### src/rtl/fusion_accum_ctrl.sv
// fusion_accum_ctrl
// Sequences one fusion-unit accumulation job: accepts a job descriptor,
// steps the PE through every bit-pass of every operand pair, waits for the
// PE sum register to settle, then returns the captured sum on a
// valid/ready result port.
//
// Ports:
//   clk, reset            clock, synchronous active-high reset
//   cfg_valid/cfg_ready   job descriptor handshake (cfg_len, cfg_mode)
//   op_valid/op_ready     operand pair stream; op_ready marks the final pass
//   acc_clr, acc_en       PE accumulator clear / accumulate strobes
//   pass_idx              bit-pass (shift) select for the PE
//   pe_sum                registered PE sum
//   res_valid/res_ready   result handshake, res_data carries the sum
//   busy                  controller not idle
//
// state | meaning
// IDLE  | waiting for a job descriptor
// RUN   | stepping passes/pairs, one accumulate per op_valid beat
// DRAIN | waiting PIPE_LAT cycles for pe_sum to settle
// OUT   | holding the result until res_ready
module fusion_accum_ctrl #(
  parameter int ACC_W    = 20,
  parameter int LEN_W    = 10,
  parameter int PIPE_LAT = 2
) (
  input  logic             clk,
  input  logic             reset,
  input  logic             cfg_valid,
  output logic             cfg_ready,
  input  logic [LEN_W-1:0] cfg_len,
  input  logic [1:0]       cfg_mode,
  input  logic             op_valid,
  output logic             op_ready,
  output logic             acc_clr,
  output logic             acc_en,
  output logic [2:0]       pass_idx,
  input  logic [ACC_W-1:0] pe_sum,
  output logic             res_valid,
  output logic [ACC_W-1:0] res_data,
  input  logic             res_ready,
  output logic             busy
);

  typedef enum logic [1:0] {
    S_IDLE  = 2'd0,
    S_RUN   = 2'd1,
    S_DRAIN = 2'd2,
    S_OUT   = 2'd3
  } state_t;

  localparam logic [2:0] DRAIN_LAST = 3'(PIPE_LAT - 1);

  state_t             state_q, state_d;
  logic [LEN_W-1:0]   len_q, len_d;
  logic [2:0]         pass_last_q, pass_last_d;
  logic [2:0]         pass_cnt_q, pass_cnt_d;
  logic [LEN_W-1:0]   pair_cnt_q, pair_cnt_d;
  logic [2:0]         drain_cnt_q, drain_cnt_d;
  logic               res_valid_q, res_valid_d;
  logic [ACC_W-1:0]   res_data_q, res_data_d;

  logic               last_pass;
  logic               op_hs;
  logic               last_pair;
  logic               drain_done;

  assign last_pass  = (pass_cnt_q == pass_last_q);
  assign op_hs      = (state_q == S_RUN) && op_valid && last_pass;
  assign last_pair  = (pair_cnt_q == len_q - LEN_W'(1));
  assign drain_done = (drain_cnt_q == DRAIN_LAST);

  // State register
  always_ff @(posedge clk) begin
    if (reset) begin
      state_q     <= S_IDLE;
      len_q       <= '0;
      pass_last_q <= '0;
      pass_cnt_q  <= '0;
      pair_cnt_q  <= '0;
      drain_cnt_q <= '0;
      res_valid_q <= 1'b0;
      res_data_q  <= '0;
    end else begin
      state_q     <= state_d;
      len_q       <= len_d;
      pass_last_q <= pass_last_d;
      pass_cnt_q  <= pass_cnt_d;
      pair_cnt_q  <= pair_cnt_d;
      drain_cnt_q <= drain_cnt_d;
      res_valid_q <= res_valid_d;
      res_data_q  <= res_data_d;
    end
  end

  // Next-state logic
  always_comb begin
    state_d = state_q;
    case (state_q)
      S_IDLE:  if (cfg_valid) state_d = (cfg_len == '0) ? S_OUT : S_RUN;
      S_RUN:   if (op_hs && last_pair) state_d = S_DRAIN;
      S_DRAIN: if (drain_done) state_d = S_OUT;
      S_OUT:   if (res_ready) state_d = S_IDLE;
      default: state_d = S_IDLE;
    endcase
  end

  // Counters and result register
  always_comb begin
    len_d       = len_q;
    pass_last_d = pass_last_q;
    pass_cnt_d  = pass_cnt_q;
    pair_cnt_d  = pair_cnt_q;
    drain_cnt_d = drain_cnt_q;
    res_valid_d = res_valid_q;
    res_data_d  = res_data_q;
    case (state_q)
      S_IDLE: begin
        if (cfg_valid) begin
          len_d       = cfg_len;
          // passes-1 kept directly so the wrap compare needs no subtract
          pass_last_d = 3'((4'd1 << cfg_mode) - 4'd1);
          pass_cnt_d  = '0;
          pair_cnt_d  = '0;
          if (cfg_len == '0) begin
            res_data_d  = '0;
            res_valid_d = 1'b1;
          end
        end
      end
      S_RUN: begin
        if (op_valid) begin
          pass_cnt_d = last_pass ? 3'd0 : pass_cnt_q + 3'd1;
          if (last_pass) begin
            pair_cnt_d = pair_cnt_q + LEN_W'(1);
            if (last_pair) drain_cnt_d = '0;
          end
        end
      end
      S_DRAIN: begin
        drain_cnt_d = drain_cnt_q + 3'd1;
        if (drain_done) begin
          res_data_d  = pe_sum;
          res_valid_d = 1'b1;
        end
      end
      S_OUT: begin
        if (res_ready) res_valid_d = 1'b0;
      end
      default: ;
    endcase
  end

  // Outputs; strobes are forced low while reset is held
  always_comb begin
    cfg_ready = 1'b0;
    acc_clr   = 1'b0;
    acc_en    = 1'b0;
    op_ready  = 1'b0;
    pass_idx  = 3'd0;
    busy      = 1'b0;
    if (!reset) begin
      cfg_ready = (state_q == S_IDLE);
      acc_clr   = (state_q == S_IDLE) && cfg_valid && (cfg_len != '0);
      acc_en    = (state_q == S_RUN) && op_valid;
      op_ready  = op_hs;
      pass_idx  = pass_cnt_q;
      busy      = (state_q != S_IDLE);
    end
  end

  assign res_valid = res_valid_q;
  assign res_data  = res_data_q;

endmodule
### config.mk
export PLATFORM = sky130hd
export DESIGN_NAME = fusion_accum_ctrl
export DESIGN_NICKNAME = d
export VERILOG_FILES = /design/src/rtl/fusion_accum_ctrl.sv
export SDC_FILE = /design/constraint.sdc
export NUM_CORES = 1
export LEC_CHECK = 0
export CAP_MARGIN = 25
export CELL_PAD_IN_SITES_DETAIL_PLACEMENT = 2
export CELL_PAD_IN_SITES_GLOBAL_PLACEMENT = 2
export CORE_AREA = 2 2 89 133
export CTS_CLUSTER_SIZE = 20
export DETAILED_ROUTE_END_ITERATION = 8
export DIE_AREA = 0 0 91 135
export PLACE_DENSITY = 0.78
export SYNTH_ARGS = -nofsm -noshare
export SYNTH_HDL_FRONTEND = slang
export SYNTH_SLANG_ARGS = --single-unit
### constraint.sdc
create_clock -name clk -period 7.1 [get_ports clk]
set_input_delay 1.065 -clock clk [delete_from_list [all_inputs] [get_ports clk]]
set_output_delay 1.065 -clock clk [all_outputs]
set_load 0.02 [all_outputs]
==> out/results.txt, run 1 <==
status = finished clean
Crit path top cell by count = clkdlybuf4s50_1
share of cells above drive strength 1 = 4.082%
Post-synth EDFFs = 0
pre-CTS WS = 3.094 ns
final setup vio count = 0
mapped cell area = 0.002711 sq mm
post-synthesis sequential area ratio = 38.39%
clock skew = 0.005446 ns
num ports = 66
initial antenna violation count = 0
flop and latch count out of synthesis = 52
DRC = 0
DRT iter0 DRCs = 77
Congestion Overflow GR = 0
Startpoint Class = input pin
Die X-Extent = 91 microns
hold crit path type = flop to flop
CP Cell Sequence = clkdlybuf4s50_1 -> and2_0 -> and3_1 -> clkdlybuf4s50_1
actual slew at the worst max-slew pin = 0.8103 ns
CTS tree = done
Max Fanout on Critical Path = 14
clk sinks = 52
CP Data Arrival Time = 2.92 ns
r2r setup slk = 4.02 ns
top-count cell post-synth = dfxtp_1
TNS Setup = 0 ns
site row count = 47
vias per cell = 4.942
Synth Flop Type = dfxtp_1
DR vias = 2664
total nets after synthesis = 381
Finished Cell Area = 0.003640 sq mm
CTS H-tree lvls = 2
area leader, netlist = dfxtp_1
origin of the critical flop-to-flop path = state_q[1]$_SDFFE_PP0P_
Pre-antenna DRT Iters = 4
IO buf count = 65
fin worst setup slack = 3.113 ns
CP Class = input pin to output pin
data required time of the critical path = 6.03 ns
fmax = 250.8 MHz
Pwr Total = 1.047 mW
die height = 135 microns
Avg Cell Area, Syn = 8.094 sq um
asr flop ratio synth = 0%
crit share post-route = 56.15%
Crit-path slowest cell = clkdlybuf4s50_1
cell area after placement = 0.003472 sq mm
pin count of the biggest net entering global routing = 55
starting density of the core = 24.52%
min-delay src = pass_last_q[2]$_SDFFE_PP0P_
postcts setup bufs = 0
first-pass GRT wire length = 14880 microns
max-cap violations = 0
synth top area cells = dfxtp_1, nor2_1, a22oi_1, nand2_1, a21oi_1
crit path time final = 3.987 ns
DRT Wirelength = 8973 microns
Layout Utilization = 32.92%
Max Transition Viols Final = 0
setup repair after global routing missed its margin = false
antenna cell count = 0
clk_lat worst skew = 0.30 ns
Avg WL per Cell = 16.65 microns
Mapped Cells = 335
Largest stage delay, worst path = 0.60 ns
yosys warns = 0
Die ar. = 0.01229 sq mm
post-route ant nets = 0
Worst R2R Path Depth = 8
hold path depth = 2
Core ar. = 0.01106 sq mm
leakage = 1.302 nW
Crit. End Element = output pin
final hold violation count = 0
Final #Nets = 437
routability congestion estimate = 0.7631
synth unique cells = 49
Clock Path Buffers = 2
top cell type's share of synthesized area = 38.39%
P&R area growth vs syn = 34.24%
number of global-route vias before repair = 3088
synth cell count leaders = dfxtp_1, nor2_1, nand2_1
Detailed Place HPWL = 6827 microns
Hold EP = pass_last_q[2]$_SDFFE_PP0P_
VDD IR-drop max = 0.1007 mV
total global-route track usage = 15.19%
Root Buffer = clkbuf_16
Pwr Density = 287.6 mW/mm^2
Relative slew margins = 45.56%
Num CTS Buffers = 5
Worst-path clk slew = 0.07 ns
cts hold-fix bufs = 0
CTS resizes = 0
Reg-to-Reg End = drain_cnt_q[2]$_SDFFE_PP0P_
## placed cells by master (no fill, tap or decap), drive strengths merged, types with 5 or more instances in the layout
cell type	instances
and2	5
xor2	10
nor2b	5
a21oi	25
xnor2	11
nand4	6
nor2	43
clkdlybuf4s50	64
clkbuf	5
o21ai	6
dfxtp	52
nand3	12
ha	9
nor3	11
inv	13
nand2	40
a22oi	21
## layer usage
layer | GRT usage, % | part of all wire (%) | wire length (microns)
met4 | 7.407 | 3.0 | 268
met2 | 30.29 | 57 | 5098
met1 | 14.55 | 37 | 3315
met3 | 2.958 | 3.2 | 290
met5 | 0 | 0 | 0
## flip-flops by register name (all words and copies together), names as in the netlist
signal       cells
pair_cnt_q      10
pass_last_q      3
drain_cnt_q      3
res_valid        1
state_q          2
len_q           10
res_data        20
pass_cnt_q       3
## stage by stage
step | instances | hold slack, ns
finish | 539 | 0.4776
global route | 539 | 0.5047
CTS | 539 | 0.4846
detailed placement | 531 | 0.4709
global placement | 531 | 0.4616
floorplan | 335 | 0.4452
## final cells by class
cell class | count | area [sq um]
fill | 1323 | 7416
multi-input combinational | 252 | 1538
sequential | 52 | 1041
timing repair buffer | 67 | 660.6
tap | 147 | 183.9
clock buffer | 5 | 125.1
inverter | 13 | 48.80
clock inverter | 3 | 42.54
## cell families after synthesis
logic type,share of synthesized area [%]
AO/OA/AOI/OAI,20.95
XOR/XNOR,6.783
adder cells (fa/ha/maj),4.153
buffers and inverters,4.892
flip-flops,38.39
multiplexers,0.3692
AND/OR/NAND/NOR,24.46
## critical path, delay by kind of cell
family | cells | cell delay (ns)
buf+inv | 2 | 1.10
simple gates | 2 | 0.75
## worst max path at each step
stage                    end       from  depth (start not counted)
floorplan           op_ready      reset                          3
global placement     acc_clr  cfg_valid                          4
detailed placement   acc_clr  cfg_valid                          4
CTS                  acc_clr  cfg_valid                          4
global route         acc_clr  cfg_valid                          4
finish               acc_clr  cfg_valid                          4
## where the power goes
| part | leakage, nW | internal [mW] | total [mW] | switching [mW] |
|---|---|---|---|---|
| Combinational | 0.801 | 0.151 | 0.413 | 0.262 |
| Clock | 0.0798 | 0.166 | 0.281 | 0.115 |
| Sequential | 0.421 | 0.320 | 0.353 | 0.0331 |
| Total | 1.30 | 0.637 | 1.05 | 0.410 |
(Power assumes the default switching activity.)
==> run 2, diff against run 1 <==
==> constraint.sdc (replaced) <==
create_clock -name clk -period 3.7 [get_ports clk]
set_input_delay 0.555 -clock clk [delete_from_list [all_inputs] [get_ports clk]]
set_output_delay 0.555 -clock clk [all_outputs]
set_load 0.02 [all_outputs]
==> run 2 against run 1 <==
  * Non-clock buffer count increased by 2
  * Total power rose by 88%
  * Routed wire length increased by 1.1%
  * Worst hold slack improved by 0.0086 ns
  * Largest cell class unchanged
==> out/results.txt, run 2 (synthesized netlist as in run 1, its figures left out) <==
Avg WL per Cell = 16.77 microns (was 16.65 microns)
Max Transition Viols Final = 0 (unchanged)
total global-route track usage = 15.28% (was 15.19%)
crit path time final = 2.982 ns
fmax = 335.4 MHz
hold crit path type = flop to flop (unchanged)
leakage = 1.309 nW (was 1.302 nW)
Net Sw Frac = 40.06% (was 39.18%)
Final #Nets = 439 (was 437)
switching power = 787.2 uW (was 410.1 uW)
DR vias = 2742 (was 2664)
CTS resizes = 0 (unchanged)
DRC = 0 (unchanged)
IO buf count = 65 (unchanged)
pin count of the biggest net entering global routing = 30 (was 55)
CP Data Arrival Time = 3.20 ns (was 2.92 ns)
clk_lat worst skew = 0.30 ns (about the same)
number of global-route vias before repair = 3018 (was 3088)
final hold violation count = 0 (unchanged)
Crit. End Element = flop (was output pin)
Finished Layout Cells = 541 (was 539)
final-layout fill cell count = 1317 (was 1323)
pre-CTS WS = 0.7554 ns (was 3.094 ns)
Core ar. = 0.01106 sq mm (unchanged)
Sequential Power Share = 34.5% (was 33.7%)
Layout Utilization = 32.89% (was 32.92%)
setup repair after global routing missed its margin = false (unchanged)
actual slew at the worst max-slew pin = 0.8320 ns (was 0.8103 ns)
Relative slew margins = 44.11% (was 45.56%)
status = finished clean (unchanged)
Detailed Place HPWL = 7010 microns (was 6827 microns)
site row count = 47 (unchanged)
max-cap violations = 0 (unchanged)
Root Buffer = clkbuf_16 (unchanged)
Int Power = 1.178 mW (was 636.7 uW)
die height = 135 microns (unchanged)
Combinational Power Share = 40.8% (was 39.4%)
share of cells above drive strength 1 = 4.569% (was 4.082%)
clock share of power = 24.7% (was 26.8%)
clock skew = 0.007748 ns (was 0.005446 ns)
Pwr Density = 540.4 mW/mm^2 (was 287.6 mW/mm^2)
Placed Cells = 533 (was 531)
TNS Setup = 0 ns (unchanged)
Max Fanout on Critical Path = 11 (was 14)
final setup vio count = 0 (unchanged)
num ports = 66 (unchanged)
vias per cell = 5.068 (was 4.942)
antenna cell count = 0 (unchanged)
Die X-Extent = 91 microns (unchanged)
DRT Wirelength = 9072 microns (was 8973 microns)
Worst-path clk slew = 0.07 ns (about the same)
Finished Cell Area = 0.003636 sq mm (was 0.003640 sq mm)
Congestion Overflow GR = 0 (unchanged)
CTS H-tree lvls = 2 (unchanged)
worst hold slack = 0.4861 ns (was 0.4776 ns)
data required time of the critical path = 3.92 ns (was 6.03 ns)
Largest register FFs = 20 (unchanged)
crit share post-route = 80.58%
commonest non-fill, non-tap cell in the layout = clkdlybuf4s50_1 (unchanged)
routability congestion estimate = 0.7812 (was 0.7631)
post-route ant nets = 0 (unchanged)
P&R area growth vs syn = 34.10% (was 34.24%)
commonest cells after routing, fill and taps aside = clkdlybuf4s50_1, dfxtp_1, nor2_1 (unchanged)
Num CTS Buffers = 5 (unchanged)
Clock Path Buffers = 2 (unchanged)
cell area after placement = 0.003487 sq mm (was 0.003472 sq mm)
Startpoint Class = flop (was input pin)
Pre-antenna DRT Iters = 4 (unchanged)
initial antenna violation count = 0 (unchanged)
CTS tree = done (unchanged)
postcts setup bufs = 0 (unchanged)
starting density of the core = 24.52% (unchanged)
Die ar. = 0.01229 sq mm (unchanged)
clk sinks = 52 (unchanged)
cts hold-fix bufs = 0 (unchanged)
VDD IR-drop max = 0.1872 mV (was 0.1007 mV)
DRT iter0 DRCs = 98 (was 77)
first-pass GRT wire length = 15080 microns (was 14880 microns)
Pwr Total = 1.965 mW (was 1.047 mW)
CP Class = flop to flop (was input pin to output pin)
fin worst setup slack = 0.7184 ns (was 3.113 ns)
run 2: critical path: stages (launching register included):
cell	delay, ns
dfxtp_1	0.41
inv_1	0.11
ha_1	0.36
inv_1	0.23
nand2_1	0.14
a2111oi_0	0.62
o211ai_1	0.32
or4_1	0.54
a31oi_1	0.18
run 2: per-layer routing:
layer  global-route usage [%]  vias up  part of all wire [%]
met5                        0        -                     0
met4                    5.219        0                   1.8
met3                    3.069       11                   3.8
met2                    29.92       59                    55
met1                    15.95     1371                    40
li1                         -     1301                     -
run 2: worst paths after layout:
kind,startpoint,to,slack (ns),depth (start not counted)
worst min-delay path,pass_last_q[2]$_SDFFE_PP0P_,pass_last_q[2]$_SDFFE_PP0P_,0.49,2
worst max-delay path,state_q[1]$_SDFFE_PP0P_,drain_cnt_q[2]$_SDFFE_PP0P_,0.72,8
worst min register to register,pass_last_q[2]$_SDFFE_PP0P_,pass_last_q[2]$_SDFFE_PP0P_,0.49,2
worst max register to register,state_q[1]$_SDFFE_PP0P_,drain_cnt_q[2]$_SDFFE_PP0P_,0.72,8
run 2: power by group through the flow:
stage                     registers (mW)  clock network (mW)  logic [mW]
final                              0.678               0.486       0.801
after global routing               0.688               0.527       0.889
after CTS                          0.678               0.508       0.812
after detailed placement           0.689                   0       0.804
after global placement             0.686                   0       0.771
after floorplan                    0.686                   0       0.518
run 2: layout make-up:
cell class | instances | area [sq um] | area share [%]
multi-input cells | 252 | 1538 | 42.29
well taps | 147 | 183.9 | 5.058
flip-flops and latches | 52 | 1041 | 28.63
repair buffers | 69 | 675.6 | 18.58
inverters | 13 | 48.80 | 1.342
clock buffers | 6 | 138.9 | 3.820
clock inverters | 2 | 10.01 | 0.2753
==> run 3, diff against run 2 <==
--- a/config.mk
+++ b/config.mk
@@ -12,7 +12,7 @@
 export CTS_CLUSTER_SIZE = 20
 export DETAILED_ROUTE_END_ITERATION = 8
 export DIE_AREA = 0 0 91 135
-export PLACE_DENSITY = 0.78
+export PLACE_DENSITY = 0.81
 export SYNTH_ARGS = -nofsm -noshare
 export SYNTH_HDL_FRONTEND = slang
 export SYNTH_SLANG_ARGS = --single-unit
==> constraint.sdc (replaced) <==
create_clock -name clk -period 2.6 [get_ports clk]
set_input_delay 0.39 -clock clk [delete_from_list [all_inputs] [get_ports clk]]
set_output_delay 0.39 -clock clk [all_outputs]
set_load 0.02 [all_outputs]
==> run 3 against run 2 <==
  * Non-clock buffer count rose by 17
  * Clock-buffer cell count fell by 1
  * Register-to-register slack got worse by 0.63 ns
  * Clock skew rose by 0.0014 ns
  * Via count rose by 1.8%
  * Die area did not move
  * Final cell count rose by 3.1%
  * Critical path type unchanged
  * Largest cell class unchanged
  * Largest power group unchanged
==> out/results.txt, run 3 (synthesized netlist as in run 1, its figures left out) <==
crit path time final = 2.510 ns (was 2.982 ns)
Crit path top cell by count = or4_4 (was inv_1)
fmax = 398.5 MHz (was 335.4 MHz)
Num CTS Buffers = 5 (unchanged)
clk_lat worst skew = 0.30 ns (about the same)
P&R area growth vs syn = 40.52% (was 34.10%)
cts hold-fix bufs = 0 (unchanged)
CP Class = flop to flop (unchanged)
clock skew = 0.009196 ns (was 0.007748 ns)
Die ar. = 0.01229 sq mm (unchanged)
Largest register FFs = 20 (unchanged)
commonest cells after routing, fill and taps aside = clkdlybuf4s50_1, dfxtp_1, nor2_1 (unchanged)
Layout Utilization = 34.46% (was 32.89%)
final hold violation count = 0 (unchanged)
Crit. End Element = flop (unchanged)
Max Transition Viols Final = 0 (unchanged)
Pre-antenna DRT Iters = 4 (unchanged)
routability congestion estimate = 0.8027 (was 0.7812)
site row count = 47 (unchanged)
hold crit path type = input pin to flop (was flop to flop)
vias per cell = 5.000 (was 5.068)
Sequential Area = 0.001042 sq mm (was 0.001041 sq mm)
setup repair after global routing missed its margin = true (was false)
actual slew at the worst max-slew pin = 0.4924 ns (was 0.8320 ns)
VDD IR-drop max = 0.3141 mV (was 0.1872 mV)
Root Buffer = clkbuf_16 (unchanged)
Avg WL per Cell = 17.28 microns (was 16.77 microns)
min-delay src = reset (was pass_last_q[2]$_SDFFE_PP0P_)
max-cap violations = 0 (unchanged)
CTS tree = done (unchanged)
origin of the critical flop-to-flop path = len_q[1]$_SDFFE_PP0P_ (was state_q[1]$_SDFFE_PP0P_)
starting density of the core = 24.52% (unchanged)
final-layout fill cell count = 1306 (was 1317)
pin count of the biggest net entering global routing = 21 (was 30)
Crit-path slowest cell = or4_4 (was a2111oi_0)
clk sinks = 52 (unchanged)
antenna cell count = 0 (unchanged)
DRT iter0 DRCs = 86 (was 98)
Clock Path Buffers = 2 (unchanged)
Largest stage delay, worst path = 0.53 ns (was 0.62 ns)
leakage = 1.425 nW (was 1.309 nW)
Core ar. = 0.01106 sq mm (unchanged)
CP Cell Sequence = inv_1 -> ha_1 -> or4b_4 -> or4_4 -> a31oi_4 -> o211ai_2 -> or4_4 -> a31oi_2 (was inv_1 -> ha_1 -> inv_1 -> nand2_1 -> a2111oi_0 -> o211ai_1 -> or4_1 -> a31oi_1)
DRT Wirelength = 9640 microns (was 9072 microns)
CTS H-tree lvls = 2 (unchanged)
Relative slew margins = 67.17% (was 44.11%)
Pwr Density = 782.1 mW/mm^2 (was 540.4 mW/mm^2)
Finished Layout Cells = 558 (was 541)
Worst-path clk slew = 0.07 ns (about the same)
Die X-Extent = 91 microns (unchanged)
Pwr Total = 2.980 mW (was 1.965 mW)
post-route ant nets = 0 (unchanged)
Startpoint Class = flop (unchanged)
die height = 135 microns (unchanged)
DRC = 0 (unchanged)
IO buf count = 65 (unchanged)
Congestion Overflow GR = 0 (unchanged)
final setup vio count = 0 (unchanged)
Final #Nets = 456 (was 439)
status = finished clean (unchanged)
DR vias = 2790 (was 2742)
share of cells above drive strength 1 = 10.46% (was 4.569%)
data required time of the critical path = 2.82 ns (was 3.92 ns)
Max Fanout on Critical Path = 5 (was 11)
Finished Cell Area = 0.003810 sq mm (was 0.003636 sq mm)
crit share post-route = 96.52% (was 80.58%)
multi-input logic area = 0.001575 sq mm (was 0.001538 sq mm)
TNS Setup = 0 ns (unchanged)
CP startpoint = len_q[1]$_SDFFE_PP0P_ (was state_q[1]$_SDFFE_PP0P_)
cell area after placement = 0.003615 sq mm (was 0.003487 sq mm)
Detailed Place HPWL = 7524 microns (was 7010 microns)
number of global-route vias before repair = 3237 (was 3018)
Placed Cells = 550 (was 533)
total global-route track usage = 16.25% (was 15.28%)
commonest non-fill, non-tap cell in the layout = clkdlybuf4s50_1 (unchanged)
initial antenna violation count = 0 (unchanged)
CP Data Arrival Time = 2.73 ns (was 3.20 ns)
num ports = 66 (unchanged)
first-pass GRT wire length = 16030 microns (was 15080 microns)
## run 3: changes by cell type in the layout (fill, tap and decap cells not counted), sizes merged
cell / before / now
dlymetal6s2s: 0 / 2
clkdlybuf4s50: 64 / 62
inv: 13 / 14
buf: 5 / 22
clkbuf: 6 / 5
## run 3: path summary, 6_finish.rpt
| kind | slack (ns) | end | cells past startpoint |
|---|---|---|---|
| worst max-delay path | 0.09 | drain_cnt_q[2]$_SDFFE_PP0P_ | 8 |
| worst min-delay path | 0.42 | pass_cnt_q[0]$_SDFFE_PP0P_ | 2 |
| worst max register to register | 0.09 | drain_cnt_q[2]$_SDFFE_PP0P_ | 8 |
| worst min register to register | 0.48 | pass_last_q[2]$_SDFFE_PP0P_ | 2 |
## run 3: area by class of cell
type	instances	area share, %
multi-input combinational	252	41.35
clock inverter	3	0.6897
inverter	13	1.281
clock buffer	5	3.284
tap	147	4.828
sequential	52	27.36
timing repair buffer	86	21.22
## run 3: where the power goes
part,switching [mW],internal (mW)
Sequential,0.0856,0.874
Combinational,0.783,0.537
Clock,0.335,0.365
Total,1.20,1.78
## run 3: per-stage QoR
stage                     hold WS, ns  setup WS (ns)
after CTS                      0.4229        0.01356
after floorplan                0.4452         0.1851
final                          0.4245        0.09050
after global placement         0.4701         0.1390
after detailed placement       0.4683       -0.05940
after global routing           0.4899      -0.004222
## run 3: critical path: cells and delay by family (launching register included)
family	cells	cell delay [ns]
AOI/OAI and AO/OA	3	0.44
adders and majority gates	1	0.15
buffers and inverters	1	0.05
DFF	1	0.35
and+or+nand+nor	3	1.44
## run 3: timing repair
item | 4_1_cts | 5_1_grt
endpoints found under the setup margin | 4 | 5
resized for setup | 2 | 11
pin swaps | 1 | 0
buffers inserted | 0 | 0
## run 3: routing by layer
metal,share of wire [%],wire [microns],up-vias,global-route usage (%)
li1,-,-,1332,-
met1,39,3741,1388,16.74
met2,56,5382,56,32.30
met3,2.7,264,14,2.679
met4,2.6,252,0,5.976
met5,0,0,-,0
==> variant: new RTL, config.mk and constraints of run 3 <==
Register the input `cfg_len` before use, without a reset. The logic sees it one clock later. The other inputs are not delayed to match.
--- a/src/rtl/fusion_accum_ctrl.sv
+++ b/src/rtl/fusion_accum_ctrl.sv
@@ -51,6 +51,12 @@
 
   localparam logic [2:0] DRAIN_LAST = 3'(PIPE_LAT - 1);
 
+  logic [LEN_W-1:0] cfg_len_q;
+
+  always_ff @(posedge clk) begin
+    cfg_len_q <= cfg_len;
+  end
+
   state_t             state_q, state_d;
   logic [LEN_W-1:0]   len_q, len_d;
   logic [2:0]         pass_last_q, pass_last_d;
@@ -97,7 +103,7 @@
   always_comb begin
     state_d = state_q;
     case (state_q)
-      S_IDLE:  if (cfg_valid) state_d = (cfg_len == '0) ? S_OUT : S_RUN;
+      S_IDLE:  if (cfg_valid) state_d = (cfg_len_q == '0) ? S_OUT : S_RUN;
       S_RUN:   if (op_hs && last_pair) state_d = S_DRAIN;
       S_DRAIN: if (drain_done) state_d = S_OUT;
       S_OUT:   if (res_ready) state_d = S_IDLE;
@@ -117,12 +123,12 @@
     case (state_q)
       S_IDLE: begin
         if (cfg_valid) begin
-          len_d       = cfg_len;
+          len_d       = cfg_len_q;
           // passes-1 kept directly so the wrap compare needs no subtract
           pass_last_d = 3'((4'd1 << cfg_mode) - 4'd1);
           pass_cnt_d  = '0;
           pair_cnt_d  = '0;
-          if (cfg_len == '0) begin
+          if (cfg_len_q == '0) begin
             res_data_d  = '0;
             res_valid_d = 1'b1;
           end
@@ -161,7 +167,7 @@
     busy      = 1'b0;
     if (!reset) begin
       cfg_ready = (state_q == S_IDLE);
-      acc_clr   = (state_q == S_IDLE) && cfg_valid && (cfg_len != '0);
+      acc_clr   = (state_q == S_IDLE) && cfg_valid && (cfg_len_q != '0);
       acc_en    = (state_q == S_RUN) && op_valid;
       op_ready  = op_hs;
       pass_idx  = pass_cnt_q;
Check against the original RTL: not equivalent (Yosys sat finds a counterexample within 4 cycles, from zero or initial values and one cycle with reset high).
==> variant against run 3 <==
- cell count increased by 0.90%
- synthesized cell count increased by 2.1%
- total power increased by 13%
- highest routed layer unchanged
- area after synthesis increased by 7.2%
- critical path depth decreased by 4
- largest cell class unchanged
- fmax increased by 1.7%
- setup slack improved by 0.043 ns
- routed wire length increased by 5.2%
- cell area increased by 8.5%
- sequential cell count increased by 10
- die area unchanged
- clock power increased by 100%
==> variant: results <==
export IMPL_globalplace_congestion=0.771
export IMPL_finClkSkew_ns=0.00541
export IMPL_synthMuxAreaShare_pct=0.775
export IMPL_path_clk_slew_ns=0.05
export IMPL_cts_resized=0
export IMPL_dp_hpwl_mm=7.27
export IMPL_num_nets_final=457
export IMPL_slowest_delay_ns=0.59
export IMPL_cpMaxStageDelayCell="clkdlybuf4s50_1"
export IMPL_relSlewSlack_pct=71.3
export IMPL_synth_compound_area_share_pct=17.6
export IMPL_r2r_setup_slack_ns=0.22
export IMPL_drive_above_1_share_pct=9.38
export IMPL_p_leak_nw=1.56
export IMPL_critical_path_arrival_ns=2.08
export IMPL_htree_levels=3
export IMPL_synth_adder_area_share_pct=3.87
export IMPL_grt_use_met2_pct=32.2
export IMPL_yosys_top_cells_count="62 x dfxtp_1, 47 x nor2_1, 37 x nand2_1"
export IMPL_via_per_inst=4.99
export IMPL_fillers=1279
export IMPL_grt_pass1_vias=3186
export IMPL_use_met1_pct=16.9
export IMPL_grt_usage_pct=16.9
export IMPL_synthXorXnorAreaFrac_pct=6.03
export IMPL_ys_seq_area_share_pct=42.7
export IMPL_ir_drop_mv=0.366
export IMPL_outcome="finished clean"
export IMPL_grt_pass1_wl_mm=16.3
export IMPL_cts_buffers=9
export IMPL_clock_latency_ns=0.33
-- variant: cell types whose count changed in the layout (fill, tap and decap cells not counted), moves of 3 or more --
cell	change
nor3_1	-4
nand2_1	-3
nand2b_1	+3
o211ai_1	-3
xor2_1	+3
dfxtp_1	+11
nor2_1	+4
bufinv_16	+3
clkbuf_16	+4
buf_4	-10
nor3b_1	+3
xnor2_1	-4
-- variant: worst paths after layout --
| kind | startpoint | end | depth (start not counted) |
|---|---|---|---|
| worst min-delay path | reset | drain_cnt_q[0] | 2 |
| worst max-delay path | pass_cnt_q[0] | op_ready | 4 |
| worst min register to register | cfg_len_q[9] | len_q[9] | 2 |
| worst max register to register | len_q[0] | state_q[0] | 8 |
-- variant: stage by stage --
stage                     setup WS (ns)  hold slack [ns]  instance area (sq um)  std cells
final                             0.133            0.441                   4140        563
after global routing             0.0122            0.445                   4140        563
after CTS                        0.0442            0.434                   4100        562
after detailed placement          0.195            0.453                   3750        546
after global placement            0.292            0.447                   3750        546
after floorplan                   0.415            0.418                   2910        342
-- variant: final cells by class --
| cell class | count | share of cell area (%) |
|---|---|---|
| multi-input cells | 249 | 37.8 |
| flip-flops and latches | 62 | 30.0 |
| repair buffers | 77 | 18.2 |
| clock buffers | 13 | 6.29 |
| well taps | 147 | 4.45 |
| clock inverters | 3 | 2.18 |
| inverters | 12 | 1.09 |
-- variant: layer usage --
layer	wire (microns)	vias up
li1	-	1332
met1	3860	1387
met2	5630	71
met3	388	20
met4	266	0
met5	0	-
-- variant: report_power, final --
part	total, mW	switching [mW]	internal (mW)	leakage (nW)
clock network	1.42	0.428	0.989	0.170
registers	1.08	0.0748	1.01	0.506
logic	0.865	0.512	0.353	0.882
total	3.37	1.01	2.35	1.56
